--- config.mk ---
export PLATFORM = sky130hd
export DESIGN_NAME = conv_encoder_stream
export DESIGN_NICKNAME = d
export VERILOG_FILES = /design/src/rtl/conv_encoder_stream.sv
export SDC_FILE = /design/constraint.sdc
export NUM_CORES = 1
export LEC_CHECK = 0
export CAP_MARGIN = 30
export CORE_ASPECT_RATIO = 0.5
export CORE_MARGIN = 5
export CORE_UTILIZATION = 50
export CTS_BUF_LIST = sky130_fd_sc_hd__clkbuf_8
export CTS_CLUSTER_SIZE = 20
export DETAILED_ROUTE_END_ITERATION = 8
export HOLD_SLACK_MARGIN = 0.1
export PLACE_DENSITY = 0.75
export SYNTH_ARGS = -nofsm -noshare
export SYNTH_HDL_FRONTEND = slang
export SYNTH_SLANG_ARGS = --single-unit
export TNS_END_PERCENT = 20
--- constraint.sdc ---
create_clock -name sys_clk -period 3 [get_ports sys_clk]
set_clock_uncertainty 0.15 [all_clocks]
set_input_delay 0.3 -clock sys_clk [delete_from_list [all_inputs] [get_ports sys_clk]]
set_output_delay 0.3 -clock sys_clk [all_outputs]
set_load 0.005 [all_outputs]
--- src/rtl/conv_encoder_stream.sv ---
// Streaming convolutional encoder with runtime K (3..MAX_K) and rate 1/N (N=2..MAX_N).
// Each frame is flushed with K-1 zero tail bits, so the trellis starts and ends in state 0.
module conv_encoder_stream #(
   parameter int MAX_K       = 9,
   parameter int MAX_N       = 3,
   parameter int FRAME_LEN_W = 12
) (
   input  logic                     sys_clk,
   input  logic                     rst,
   input  logic                     i_start,
   input  logic [3:0]               i_constr_len,
   input  logic [1:0]               i_code_rate,
   input  logic [MAX_N*MAX_K-1:0]   i_gen_poly,
   input  logic [FRAME_LEN_W-1:0]   i_frame_len,
   input  logic                     i_bit_valid,
   input  logic                     i_bit,
   output logic                     o_bit_ready,
   output logic                     o_sym_valid,
   output logic [MAX_N-1:0]         o_sym,
   output logic                     o_sym_last,
   input  logic                     i_sym_ready,
   output logic                     o_busy,
   output logic                     o_cfg_err
);

   // state    | meaning
   // S_IDLE   | waiting for i_start, config checked on start
   // S_DATA   | accepting frame data bits, one codeword per accepted bit
   // S_TAIL   | encoding K-1 zero tail bits, no input handshake
   // S_DRAIN  | final (last) codeword waiting for downstream acceptance
   typedef enum logic [1:0] {
      S_IDLE,
      S_DATA,
      S_TAIL,
      S_DRAIN
   } state_t;

   state_t                   state_q;
   logic [MAX_N*MAX_K-1:0]   poly_q;
   logic [FRAME_LEN_W-1:0]   bits_left_q;
   logic [3:0]               tail_left_q;
   logic [MAX_K-2:0]         sr_q;
   logic [MAX_N-1:0]         sym_q;
   logic                     sym_valid_q;
   logic                     sym_last_q;
   logic                     cfg_err_q;

   logic                     adv;
   logic                     accept;
   logic                     cfg_ok;
   logic                     in_bit;
   logic [MAX_K-1:0]         win;
   logic [MAX_K-1:0]         k_mask;
   logic [MAX_N*MAX_K-1:0]   poly_d;
   logic [MAX_N-1:0]         enc_d;
   logic [MAX_K-2:0]         sr_d;

   assign adv    = !sym_valid_q || i_sym_ready;
   assign accept = (state_q == S_DATA) && i_bit_valid && adv;
   assign cfg_ok = (int'(i_constr_len) >= 3) && (int'(i_constr_len) <= MAX_K) &&
                   (int'(i_code_rate) >= 2) && (int'(i_code_rate) <= MAX_N) &&
                   (i_frame_len != '0);

   // Taps at or above K and polynomials j>=N are zeroed when latched, so the
   // encoder below never needs K or N and stale high sr bits cannot leak out.
   always_comb begin
      k_mask = '0;
      poly_d = '0;
      for (int i = 0; i < MAX_K; i++) begin
         k_mask[i] = (i < int'(i_constr_len));
      end
      for (int j = 0; j < MAX_N; j++) begin
         if (j < int'(i_code_rate)) begin
            poly_d[j*MAX_K +: MAX_K] = i_gen_poly[j*MAX_K +: MAX_K] & k_mask;
         end
      end
   end

   always_comb begin
      in_bit = (state_q == S_DATA) ? i_bit : 1'b0;
      win    = {sr_q, in_bit};
      sr_d   = win[MAX_K-2:0];
      enc_d  = '0;
      for (int j = 0; j < MAX_N; j++) begin
         enc_d[j] = ^(poly_q[j*MAX_K +: MAX_K] & win);
      end
   end

   always_ff @(posedge sys_clk or negedge rst) begin
      if (!rst) begin
         state_q     <= S_IDLE;
         poly_q      <= '0;
         bits_left_q <= '0;
         tail_left_q <= '0;
         sr_q        <= '0;
         sym_q       <= '0;
         sym_valid_q <= 1'b0;
         sym_last_q  <= 1'b0;
         cfg_err_q   <= 1'b0;
      end else begin
         cfg_err_q <= 1'b0;
         case (state_q)
            S_IDLE: begin
               if (i_start) begin
                  if (cfg_ok) begin
                     poly_q      <= poly_d;
                     bits_left_q <= i_frame_len;
                     tail_left_q <= i_constr_len - 4'd1;
                     sr_q        <= '0;
                     state_q     <= S_DATA;
                  end else begin
                     cfg_err_q <= 1'b1;
                  end
               end
            end
            S_DATA: begin
               if (adv) begin
                  sym_valid_q <= accept;
                  if (accept) begin
                     sym_q       <= enc_d;
                     sr_q        <= sr_d;
                     bits_left_q <= bits_left_q - FRAME_LEN_W'(1);
                     if (bits_left_q == FRAME_LEN_W'(1)) begin
                        state_q <= S_TAIL;
                     end
                  end
               end
            end
            S_TAIL: begin
               if (adv) begin
                  sym_valid_q <= 1'b1;
                  sym_q       <= enc_d;
                  sr_q        <= sr_d;
                  tail_left_q <= tail_left_q - 4'd1;
                  if (tail_left_q == 4'd1) begin
                     sym_last_q <= 1'b1;
                     state_q    <= S_DRAIN;
                  end
               end
            end
            S_DRAIN: begin
               if (sym_valid_q && i_sym_ready) begin
                  sym_valid_q <= 1'b0;
                  sym_last_q  <= 1'b0;
                  sr_q        <= '0;
                  state_q     <= S_IDLE;
               end
            end
            default: state_q <= S_IDLE;
         endcase
      end
   end

   assign o_bit_ready = (state_q == S_DATA) && adv;
   assign o_sym_valid = sym_valid_q;
   assign o_sym       = sym_q;
   assign o_sym_last  = sym_last_q;
   assign o_busy      = (state_q != S_IDLE);
   assign o_cfg_err   = cfg_err_q;

endmodule

# Word level (Yosys, flattened, before mapping)
# Cells that the tools add are included.
# word_totals
inputBits,51
out_inout_bits,8
ff_bits,59
elab_cells,117
# classes
n_reduce_logical,28
n_lt_le_gt_ge,15
n_bitwise,6
add_sub_neg,3
eq_ne,13
n_mux,43
# op_table
cell,n
bitwise AND 9 bit,6
2-to-1 mux 12 bit,4
2-to-1 mux 8 bit,6
case mux 8 bit (4 select lines),1
2-to-1 mux 9 bit,3
XOR reduction 9 bit,3
case mux 12 bit (2 select lines),1
"less-than comparator 3 x 4 -> 1 bit, first input constant",4
2-to-1 mux 2 bit,8
AND reduction 4 bit,4
"!= test 2 bit, second input constant",7
"equality test 12 x 1 -> 1 bit, second input constant",1
2-to-1 mux 4 bit,3
nonzero test 12 bit,1
"subtractor 12 x 1 -> 12 bit, second input constant",1
nonzero test 2 bit,5
2-to-1 mux 1 bit,9
2-to-1 mux 3 bit,3
"less-than comparator 1 x 4 -> 1 bit, first input constant",2
"less-than comparator 2 x 4 -> 1 bit, first input constant",2
case mux 2 bit (4 select lines),1
case mux 4 bit (2 select lines),1
AND reduction 8 bit,1
"subtractor 4 x 1 -> 4 bit, second input constant",2
21 further kinds,29

# Longest topological paths before layout
# Gate-level depths: netlist of the first run.
# depth
ltp_word,7
depth_mapped,9
depth_no_buf,7

# Least setup slack after synthesis of the first run
# OpenSTA, ideal clock, no wires.
# synth_path
path_kind,input-to-reg
startpoint,input port i_constr_len[0]
endpoint,register sr_q[0]
required_time_ns,2.725
setup_slack_ns,0.737
arrival_time_ns,1.988
n_path_buf,1
path_stages,8
setup_time_ns,0.125
path_cell_list,inv_1 > ha_1 > nor2_1 > o22a_1 > o31a_1 > or3_1 > buf_4 > mux2_4
# synth_via
elab_chain_cells,6
word_cells_on_any_way,7
classes_between,order compare (2); eq/ne (1); reduce/logical (4)
# synth_lines
element,line_no,source
start: declaration,11,"input logic [3:0] i_constr_len,"
greater-or-equal comparator 4 x 2 -> 1 bit or <= comparator 4 bit (tied branches),60,assign cfg_ok = (int'(i_constr_len) >= 3) && (int'(i_constr_len) <= MAX_K) &&
logical AND 1 bit (*) (2 in series),60,
logical AND 1 bit (*),61,(int'(i_code_rate) >= 2) && (int'(i_code_rate) <= MAX_N) &&
!= test 2 bit (no line) (*),--,
AND reduction 6 bit (no line) (*),--,
end signal: assignment,121,sr_q <= sr_d;
end signal: assignment,133,sr_q <= sr_d;
end: declaration,42,logic [MAX_K-2:0] sr_q;
# Mark *: on every way between the ends. The rest lies on a longest branch, timed or not.
# A chain may end at the register's enable or synchronous reset.

# Worst setup path after layout of the first run
# layout_path
startpoint,register state_q[1]
endpoint,output port o_bit_ready
# layout_via
elab_chain_cells,2
# layout_lines
element,line_no,source
start: declaration,38,state_t state_q;
start signal: assignment,91,state_q <= S_IDLE;
start signal: assignment,110,state_q <= S_DATA;
start signal: assignment,124,state_q <= S_TAIL;
equality test 2 x 1 -> 1 bit,154,assign o_bit_ready = (state_q == S_DATA) && adv;
logical AND 1 bit,154,
end: declaration,17,"output logic o_bit_ready,"
# Every way passes these cells.

==> metrics.txt, run 1 <==
status finished clean; FF+latch count, synth between 50 and 60; Worst EP required 2550 ps; Slew headroom 48.69%; Setup Total Neg Slack 0 ps; Synth top area share approximately two fifths; Setup Viol. Count Final 0; layout cell share with drive strength beyond 1 8.417%; first-pass GRT wire length 15930 um; Worst-path clk slew 70 ps; Tot GR Track Use around 22%; clock network latency to the later pin of the worst-skew pair approximately 350 ps; worst setup path end o_bit_ready; via density per instance ~5.5; Final #Nets 558; Synth cell types 57; asr flop ratio synth 100.0%; sequential-to-total area share from yosys stat 40.27%; reg-to-reg critical path endpoint sr_q[1]; crit path time final 2581 ps; Syn Nets 492; Max-Cap Viols 0; Yosys top cell by area dfrtp_1; largest family of logic cells by synthesized area simple AND/OR/NAND/NOR gates; Hold Path Class reg -> reg; clk root buf clkbuf_8; Worst-Margin Slew between 700 and 800 ps; Final HPWL DP 6978 um; Post-DRT Antenna Nets 0; Max Fclk 0.3874 GHz; Tot Pwr about 3.8 mW; GR Overflow Total 0; Hold Vio Cnt, Final 0; Area growth syn-to-layout 26.25%; reg-to-reg setup timing slack approximately 540 ps; Synth area leaders dfrtp_1, nand2_1, o21ai_0; Critical Path Fanout Max 10; DRT Pass-1 Iters 4; DR vias roughly 3300; PortBufs 58; Max VDD drop 0.0005282 V; Starting Density about half; xor/xnor share of the synthesized area around 6.6%; startpoint types flop; internal power 2.296 mW; P_sw 1.483 mW; area of the multi-input gates 2034 sq um; Iteration-0 DRC Markers 246; H-tree lvl count 3; Die Area 9249 sq um; CTS buffer count 9; CP Capture Type output pin; P per Cell Area 816.6 nW/um^2; Post-synth top flop dfrtp_1; Post-CTS Setup Inserts 0; Worst R2R Start state_q[0]; Longest Clk Path Bufs 2; critical path startpoint state_q[1]; Die Ht 70.55 um; max-slew violation count 0; GP Congestion 0.8354; Post-synth EDFFs 0; vias in the first global route 3237; RSZ-0062 raised after global routing false; Sink Count 59; P_leak 1.956 nW; Antenna Cells 0; Compound-Gate Fraction of Synth Area 17.30%; initial antenna violation count 0; largest net degree at the start of global routing 60; Synth Area in Simple Gates 23.04%; wire per inst 15.89 um; Yosys warning total 0; Post-Syn Area roughly 3700 sq um; mux contribution to synthesized area under 10%; Syn Inst Count 428; WL final about 9500 um; FF/Latch Area 1476 sq um; Gate power share 44.1%; Mapped Avg Cell Area 8.565 sq um; Sw Ratio 39.25%; # DRC 0; Worst Reg-to-Reg Cells 7; Clk network pwr share between 10% and 20%; final period utilization roughly 86%; CTS tree yes; sequential share of power 36.1%; Die X 131.1 um; Worst Path Class, Setup reg -> out; Critical Path AT ~2100 ps; Synth Area in Adders 4.437%; Ports 59; core box area 7239 sq um; Site Rows 22; fillers 635
## flip-flops by register name, summed over array words and instances, names as in the netlist
name,flops
o_sym_valid,1
bits_left_q,12
tail_left_q,4
o_sym_last,1
o_cfg_err,1
o_sym,3
sr_q,8
state_q,2
poly_q,27
## power by group through the flow
stage / Clock [mW] / Sequential, mW / Combinational (mW)
after floorplan: 0 / 1.30 / 1.15
after global placement: 0 / 1.36 / 1.63
after detailed placement: 0 / 1.37 / 1.67
after CTS: 0.772 / 1.36 / 1.67
after global routing: 0.806 / 1.40 / 1.88
final: 0.752 / 1.36 / 1.66
## placed cells by master (no fill, tap or decap), types with 15 or more instances in the layout
master	n
nand2_1	82
buf_4	15
a21oi_1	16
nand3_1	28
dfrtp_1	59
inv_1	20
nor2_1	17
clkdlybuf4s50_1	57
o21ai_0	34
## logic make-up after synthesis
kind of cell,Yosys count
AO/OA/AOI/OAI,100
XOR/XNOR,23
adder cells (fa/ha/maj),13
buffers and inverters,40
flip-flops,59
multiplexers,14
AND/OR/NAND/NOR,179
## metal layers
layer,global-route usage (%),up-vias,wire (um)
li1,-,1662,-
met1,29.42,1566,4411
met2,35.11,63,4463
met3,6.033,7,486
met4,5.359,0,93
met5,0,-,0
## repair_timing
action	CTS	global route
hold buffers	1	0
setup endpoints to repair	0	0
endpoints found under the hold margin	59	0
resized for setup	0	0
## worst max-delay path, stage by stage (launching register included)
cell and delay, ps:
dfrtp_1 410, inv_1 150, ha_1 190, clkinv_1 290, nor2_1 230, clkdlybuf4s50_1 520
## area by class of cell
class	count	share of cell area [%]
flip-flops and latches	59	31.90
clock buffers	11	3.271
inverters	20	1.622
clock inverters	5	1.135
repair buffers	75	15.52
well taps	96	2.595
multi-input cells	329	43.96
## Yosys cell counts (all sizes together) (2+ instances only)
| master | count |
|---|---|
| and3 | 3 |
| inv | 19 |
| nor3 | 9 |
| dfrtp | 59 |
| nor2 | 17 |
| nand2b | 4 |
| a211oi | 5 |
| o22ai | 2 |
| ha | 13 |
| o311ai | 2 |
| and2 | 4 |
| o31a | 3 |
| o31ai | 9 |
| nand4 | 7 |
| mux2 | 5 |
| and4 | 2 |
| a31oi | 8 |
| a21oi | 16 |
| o211ai | 4 |
| xnor3 | 3 |
| or3 | 4 |
| or2 | 4 |
| xor2 | 7 |
| xnor2 | 13 |
| clkbuf | 17 |
| a21o | 3 |
| mux2i | 9 |
| o21ai | 34 |
| nor4 | 9 |
| nand3 | 28 |
| nand2 | 82 |
| buf | 3 |
## stage by stage
step	worst slack, ps	std cells	hold WS, ps	instance area, sq um	util, %
finish	418.9	595	333.0	4628	63.93
global route	209.6	595	346.4	4628	63.93
CTS	380.2	595	337.0	4628	63.93
detailed placement	159.0	578	320.1	4414	60.97
global placement	237.3	578	312.8	4414	60.97
floorplan	736.7	428	-145.6	3666	-
## worst min path at each step
stage | start | end | slack (ps) | cells past startpoint
after CTS | poly_q[26] | poly_q[26] | 340 | 2
after global routing | i_gen_poly[18] | poly_q[18] | 350 | 3
after global placement | poly_q[0] | poly_q[0] | 310 | 2
after floorplan | rst | bits_left_q[0] | -150 | 0
final | poly_q[18] | poly_q[18] | 330 | 2
after detailed placement | poly_q[0] | poly_q[0] | 320 | 2
Note: power is estimated with default switching activity, not from simulation.
==> run 2: changes to the inputs <==
--- a/config.mk
+++ b/config.mk
@@ -8,12 +8,11 @@
 export CAP_MARGIN = 30
 export CORE_ASPECT_RATIO = 0.5
 export CORE_MARGIN = 5
-export CORE_UTILIZATION = 50
+export CORE_UTILIZATION = 37
 export CTS_BUF_LIST = sky130_fd_sc_hd__clkbuf_8
-export CTS_CLUSTER_SIZE = 20
+export CTS_CLUSTER_SIZE = 8
 export DETAILED_ROUTE_END_ITERATION = 8
 export HOLD_SLACK_MARGIN = 0.1
-export PLACE_DENSITY = 0.75
 export SYNTH_ARGS = -nofsm -noshare
 export SYNTH_HDL_FRONTEND = slang
 export SYNTH_SLANG_ARGS = --single-unit
==> constraint.sdc (replaced) <==
create_clock -name sys_clk -period 2.2 [get_ports sys_clk]
set_clock_uncertainty 0.15 [all_clocks]
set_input_delay 0.22 -clock sys_clk [delete_from_list [all_inputs] [get_ports sys_clk]]
set_output_delay 0.22 -clock sys_clk [all_outputs]
set_load 0.005 [all_outputs]
==> run 2 against run 1 <==
Worst setup slack got worse by 330 ps; utilization decreased by 11 points; register-to-register slack got worse by 400 ps; combinational power increased by 60%; die area rose by 31%; non-clock buffer count grew 42; sequential share of layout area decreased by 2.7 points; critical path depth is 2 higher; highest routed layer unchanged.
==> metrics.txt, run 2 (same netlist as run 1, synthesis figures left out) <==
status finished clean; Worst Path Class, Setup in -> reg; post-place instance area 4776 sq um (+8.2%); PortBufs 58 (unchanged); Final WS setup 89.61 ps (-329.3 ps); Tot GR Track Use 18.38% (-3.5 points); Final #Nets 600 (+7.5%); largest net degree at the start of global routing 60 (unchanged); Setup Total Neg Slack 0 ps (unchanged); Antenna Cells 0 (unchanged); DR vias 3487 (+5.7%); WP buf/inv 2 (-1); final core utilization 53.06% (-11 points); largest registers poly_q: 27 flops, bits_left_q: 12 flops, sr_q: 8 flops; Hold Vio Cnt, Final 0 (unchanged); final non-filler cell total 675 (+13%); Worst-Margin Slew 524.0 ps (-245.6 ps); Slew headroom 64.62% (+16 points); area of the multi-input gates 2095 sq um (+3.0%); core box area 9540 sq um (+32%); Longest Clk Path Bufs 2 (unchanged); fillers 887 (+40%); Post-DRT Antenna Nets 0 (unchanged); CTS tree yes; GR Overflow Total 0 (unchanged); FF/Latch Area 1476 sq um (unchanged); Starting Density 38.43% (-12 points); wire per inst 15.23 um (-4.2%); # DRC 0 (unchanged); GP Congestion 0.7897 (-5.5%); Slowest cell on crit path clkdlybuf4s50_1; Worst-path clk slew 70 ps (about the same); Critical Path AT 2180 ps (+50 ps); placed cells 657 (+14%); H-tree lvl count 3 (unchanged); CP Capture Type flop; Worst R2R Start state_q[0]; setup slack at placement -485.1 ps (-644.1 ps); Site Rows 25 (+14%); fin area 5062 sq um (+9.4%); Iteration-0 DRC Markers 277 (+13%); first-pass GRT wire length 17480 um (+9.8%); Worst Reg-to-Reg Cells 7 (unchanged); P_leak 2.160 nW (+10%); Tot Pwr 5.532 mW (+46%); DRT Pass-1 Iters 4 (unchanged); Critical Path Fanout Max 7 (-3); Max Fclk 0.4738 GHz; most frequent cells in the layout nand2_1, dfrtp_1, buf_4, clkdlybuf4s50_1, o21ai_0; Die Area 12120 sq um (+31%); max-slew violation count 0 (unchanged); Setup Viol. Count Final 0 (unchanged); Sink Count 59 (unchanged); Die X 150.8 um (+15%); crit path time final 2110 ps; vias in the first global route 3516 (+8.6%); reg-to-reg critical path endpoint state_q[1]; Die Ht 80.39 um (+14%); reg-to-reg setup timing slack 140 ps (-400 ps); final period utilization 95.93%; max FFs per register 27 (unchanged); Hold Path Class in -> async; initial antenna violation count 0 (unchanged); clock network latency to the later pin of the worst-skew pair 340 ps (about the same); Area growth syn-to-layout 38.09%; via density per instance 5.166 (-6.8%); clk root buf clkbuf_8; P per Cell Area 1093 nW/um^2 (+34%); crit path cell chain clkdlybuf4s50_1, nand2b_1, o22a_1, o31a_1, or3_4, buf_4, mux2i_1; Ports 59 (unchanged); worst hold margin 255.1 ps (-77.91 ps); max incr delay on CP 480 ps (-40 ps); CTS buffer count 9 (unchanged); Largest Register poly_q; most common cell after layout, fill and taps aside nand2_1; layout cell share with drive strength beyond 1 18.15% (+9.7 points); Max-Cap Viols 0 (unchanged); CP delay by family, top buffers and inverters; WL final 10280 um (+8.7%); Worst EP required 2270 ps (-280 ps); Max VDD drop 0.0004576 V (-13%); Final HPWL DP 7657 um (+9.7%); startpoint types input pin
## run 2: changes by cell type in the layout (fill, tap and decap cells not counted), moves of 2 or more
cell,delta
clkinvlp_4,+2
inv_2,+4
buf_4,+41
nor4_2,+2
ha_1,-2
clkdlybuf4s50_1,-3
o31ai_1,-2
nor4_1,-2
inv_1,-4
dlygate4sd2_1,+2
## run 2: per-layer routing
metal | GRT usage, % | wire [um] | vias to the layer above
met5 | 0 | 0 | -
met4 | 4.159 | 115 | 0
met3 | 4.510 | 488 | 10
met2 | 30.15 | 4886 | 68
met1 | 24.63 | 4786 | 1663
li1 | - | - | 1746
## run 2: worst max path at each step
| stage | cells after the start | slack [ps] | startpoint | endpoint |
|---|---|---|---|---|
| floorplan | 8 | 20 | i_constr_len[0] | sr_q[0] |
| global placement | 9 | -410 | i_constr_len[1] | state_q[1] |
| detailed placement | 9 | -490 | i_constr_len[1] | state_q[1] |
| CTS | 5 | 4 | state_q[1] | o_bit_ready |
| global route | 8 | -2 | state_q[1] | bits_left_q[9] |
| finish | 7 | 90 | i_constr_len[2] | sr_q[5] |
## run 2: area by class of cell
class / count / area share [%]
flip-flops and latches: 59 / 29.16
inverters: 20 / 1.483
clock buffers: 11 / 2.991
repair buffers: 117 / 20.66
clock inverters: 4 / 0.9886
multi-input cells: 329 / 41.37
well taps: 135 / 3.337
## run 2: worst min-delay path, stage by stage
cell and delay (ps):
dlygate4sd3_1 520, buf_2 120, buf_12 290
## run 2: report_power, final
part | switching (mW) | internal (mW) | total, mW
Combinational | 1.34 | 1.31 | 2.66
Clock | 0.451 | 0.577 | 1.03
Sequential | 0.343 | 1.50 | 1.85
Total | 2.14 | 3.39 | 5.53
## run 2: timing repair
action / in CTS / in global routing
gates cloned: 0 / 0
setup endpoints to repair: 21 / 13
gates resized for setup: 12 / 7
pin swaps: 0 / 1
setup buffers: 0 / 2
endpoints found under the hold margin: 59 / 0
hold buffers: 1 / 0
==> run 3: changes to the inputs <==
--- a/config.mk
+++ b/config.mk
@@ -8,11 +8,12 @@
 export CAP_MARGIN = 30
 export CORE_ASPECT_RATIO = 0.5
 export CORE_MARGIN = 5
-export CORE_UTILIZATION = 37
+export CORE_UTILIZATION = 45
 export CTS_BUF_LIST = sky130_fd_sc_hd__clkbuf_8
 export CTS_CLUSTER_SIZE = 8
 export DETAILED_ROUTE_END_ITERATION = 8
 export HOLD_SLACK_MARGIN = 0.1
+export PLACE_DENSITY = 0.72
 export SYNTH_ARGS = -nofsm -noshare
 export SYNTH_HDL_FRONTEND = slang
 export SYNTH_SLANG_ARGS = --single-unit
==> run 3 against run 2 <==
Sequential share of layout area is 0.21 points higher; sequential power about the same; critical path depth increased by 2; global-route usage rose by 3.1 points; total power up 1.8%; first-iteration DRC count fell by 23%; count of clock-buffer cells in the layout shrank 1; clock power is 7% higher.
==> metrics.txt, run 3 (same netlist as run 1, synthesis figures left out) <==
most frequent cells in the layout nand2_1, dfrtp_1, clkdlybuf4s50_1, buf_4, o21ai_0; initial antenna violation count 0 (unchanged); Largest Register poly_q; Worst Reg-to-Reg Cells 6 (-1); largest net degree at the start of global routing 60 (unchanged); PortBufs 58 (unchanged); GR Util met3 5.062% (+0.55 points); Die X 137.6 um (-8.7%); CTS tree yes; Starting Density 45.99% (+7.6 points); GR peak layer met2; DRT Pass-1 Iters 5 (+1); clock network latency to the later pin of the worst-skew pair 350 ps (about the same); crit path time final 2131 ps (+20.91 ps); Max VDD drop 0.0004484 V (-2.0%); Critical Path AT 2220 ps (+40 ps); max-slew violation count 0 (unchanged); Slew headroom 63.04% (-1.6 points); Worst Path Class, Setup in -> reg; # DRC 0 (unchanged); Slowest cell on crit path clkdlybuf4s50_1; Worst-path clk slew 70 ps (about the same); area of the multi-input gates 2115 sq um (+0.96%); core box area 7971 sq um (-16%); Final HPWL DP 7308 um (-4.6%); FF/Latch Area 1478 sq um (about the same); GR Overflow Total 0 (unchanged); Worst-Margin Slew 547.5 ps (+23.48 ps); GP Congestion 0.8639 (+9.4%); H-tree lvl count 3 (unchanged); vias in the first global route 3465 (-1.5%); first-pass GRT wire length 16850 um (-3.6%); WL final 10110 um (-1.6%); Setup Total Neg Slack 0 ps (unchanged); worst hold margin 249.0 ps (-6.036 ps); Max Fclk 0.4692 GHz (-0.98%); final period utilization 96.88% (+0.95 points); CTS buffer count 9 (unchanged); Area growth syn-to-layout 37.20%; via density per instance 5.409 (+4.7%); crit path cell chain clkdlybuf4s50_1, inv_2, ha_2, nor2_1, o22a_1, o31a_1, or3_4, buf_6, mux2i_2; Die Area 10160 sq um (-16%); Final WS setup 68.69 ps (-20.91 ps); startpoint types input pin; largest registers poly_q: 27 flops, bits_left_q: 12 flops, sr_q: 8 flops; Hold Path Class in -> async; Iteration-0 DRC Markers 213 (-23%); Die Ht 73.83 um (-8.2%); Ports 59 (unchanged); Sink Count 59 (unchanged); Final #Nets 594 (-1.0%); Site Rows 23 (-8.0%); Post-DRT Antenna Nets 0 (unchanged); Setup Viol. Count Final 0 (unchanged); Max-Cap Viols 0 (unchanged); Antenna Cells 0 (unchanged); max incr delay on CP 460 ps (-20 ps); max FFs per register 27 (unchanged); DR vias 3494 (+0.20%); Critical Path Fanout Max 7 (unchanged); P per Cell Area 1120 nW/um^2 (+2.5%); layout cell share with drive strength beyond 1 18.16% (about the same); Tot GR Track Use 21.45% (+3.1 points); status finished clean; Hold Vio Cnt, Final 0 (unchanged); Worst EP required 2290 ps (+20 ps); fillers 707 (-20%); clk root buf clkbuf_8; wire per inst 15.65 um (+2.8%); met2 global-route usage 36.50% (+6.4 points); most common cell after layout, fill and taps aside nand2_1; CP Capture Type flop; Tot Pwr 5.633 mW (+1.8%); GR Util met1 27.44% (+2.8 points); RSZ-0062 raised after global routing true; P_leak 2.150 nW (-0.47%); setup slack at placement -437.3 ps (+47.83 ps); Longest Clk Path Bufs 2 (unchanged)
[run 3: metrics by stage]
stage / cell area [sq um] / utilization, % / std cells
floorplan: 3666 / - / 428
CTS: 4969 / 62.33 / 646
detailed placement: 4717 / 59.17 / 630
finish: 5030 / 63.10 / 646
global route: 5030 / 63.10 / 646
global placement: 4717 / 59.17 / 630
[run 3: critical path: cells and delay by family]
kind / cells / cell delay (ps)
mux: 1 / 140
compound gates: 2 / 500
buf+inv: 3 / 710
simple gates: 2 / 480
fa+ha+maj: 1 / 170
[run 3: final cells by class]
type                            instances  area share, %
Tap cell                              112          2.786
Clock buffer                           10          2.736
Clock inverter                          5          1.542
Sequential cell                        59          29.38
Timing Repair Buffer                  111          20.00
Inverter                               20          1.517
Multi-Input combinational cell        329          42.04
[run 3: repair_timing]
item,in CTS,in global routing
hold buffers,1,0
resized for setup,9,17
buffers inserted,0,0
endpoints found under the setup margin,12,25
pin swaps,0,3
endpoints found under the hold margin,59,0
[run 3: power by group]
| part | leakage, nW | internal (mW) | switching [mW] |
|---|---|---|---|
| sequential | 0.758 | 1.50 | 0.370 |
| combinational | 1.28 | 1.30 | 1.36 |
| clock | 0.108 | 0.658 | 0.445 |
[run 3: final timing paths]
check	startpoint	end	slack (ps)
max in group asynchronous	rst	poly_q[2]	1360
worst min register to register	poly_q[15]	poly_q[15]	340
min in group sys_clk	i_gen_poly[20]	poly_q[20]	280
worst max-delay path	i_constr_len[1]	sr_q[2]	70
worst min-delay path	rst	bits_left_q[4]	250
worst max register to register	bits_left_q[8]	bits_left_q[11]	170
[run 3: layer usage]
| layer | up-vias | wire length, um |
|---|---|---|
| met2 | 77 | 5006 |
| met3 | 12 | 496 |
| li1 | 1736 | - |
| met4 | 0 | 129 |
| met5 | - | 0 |
| met1 | 1669 | 4476 |
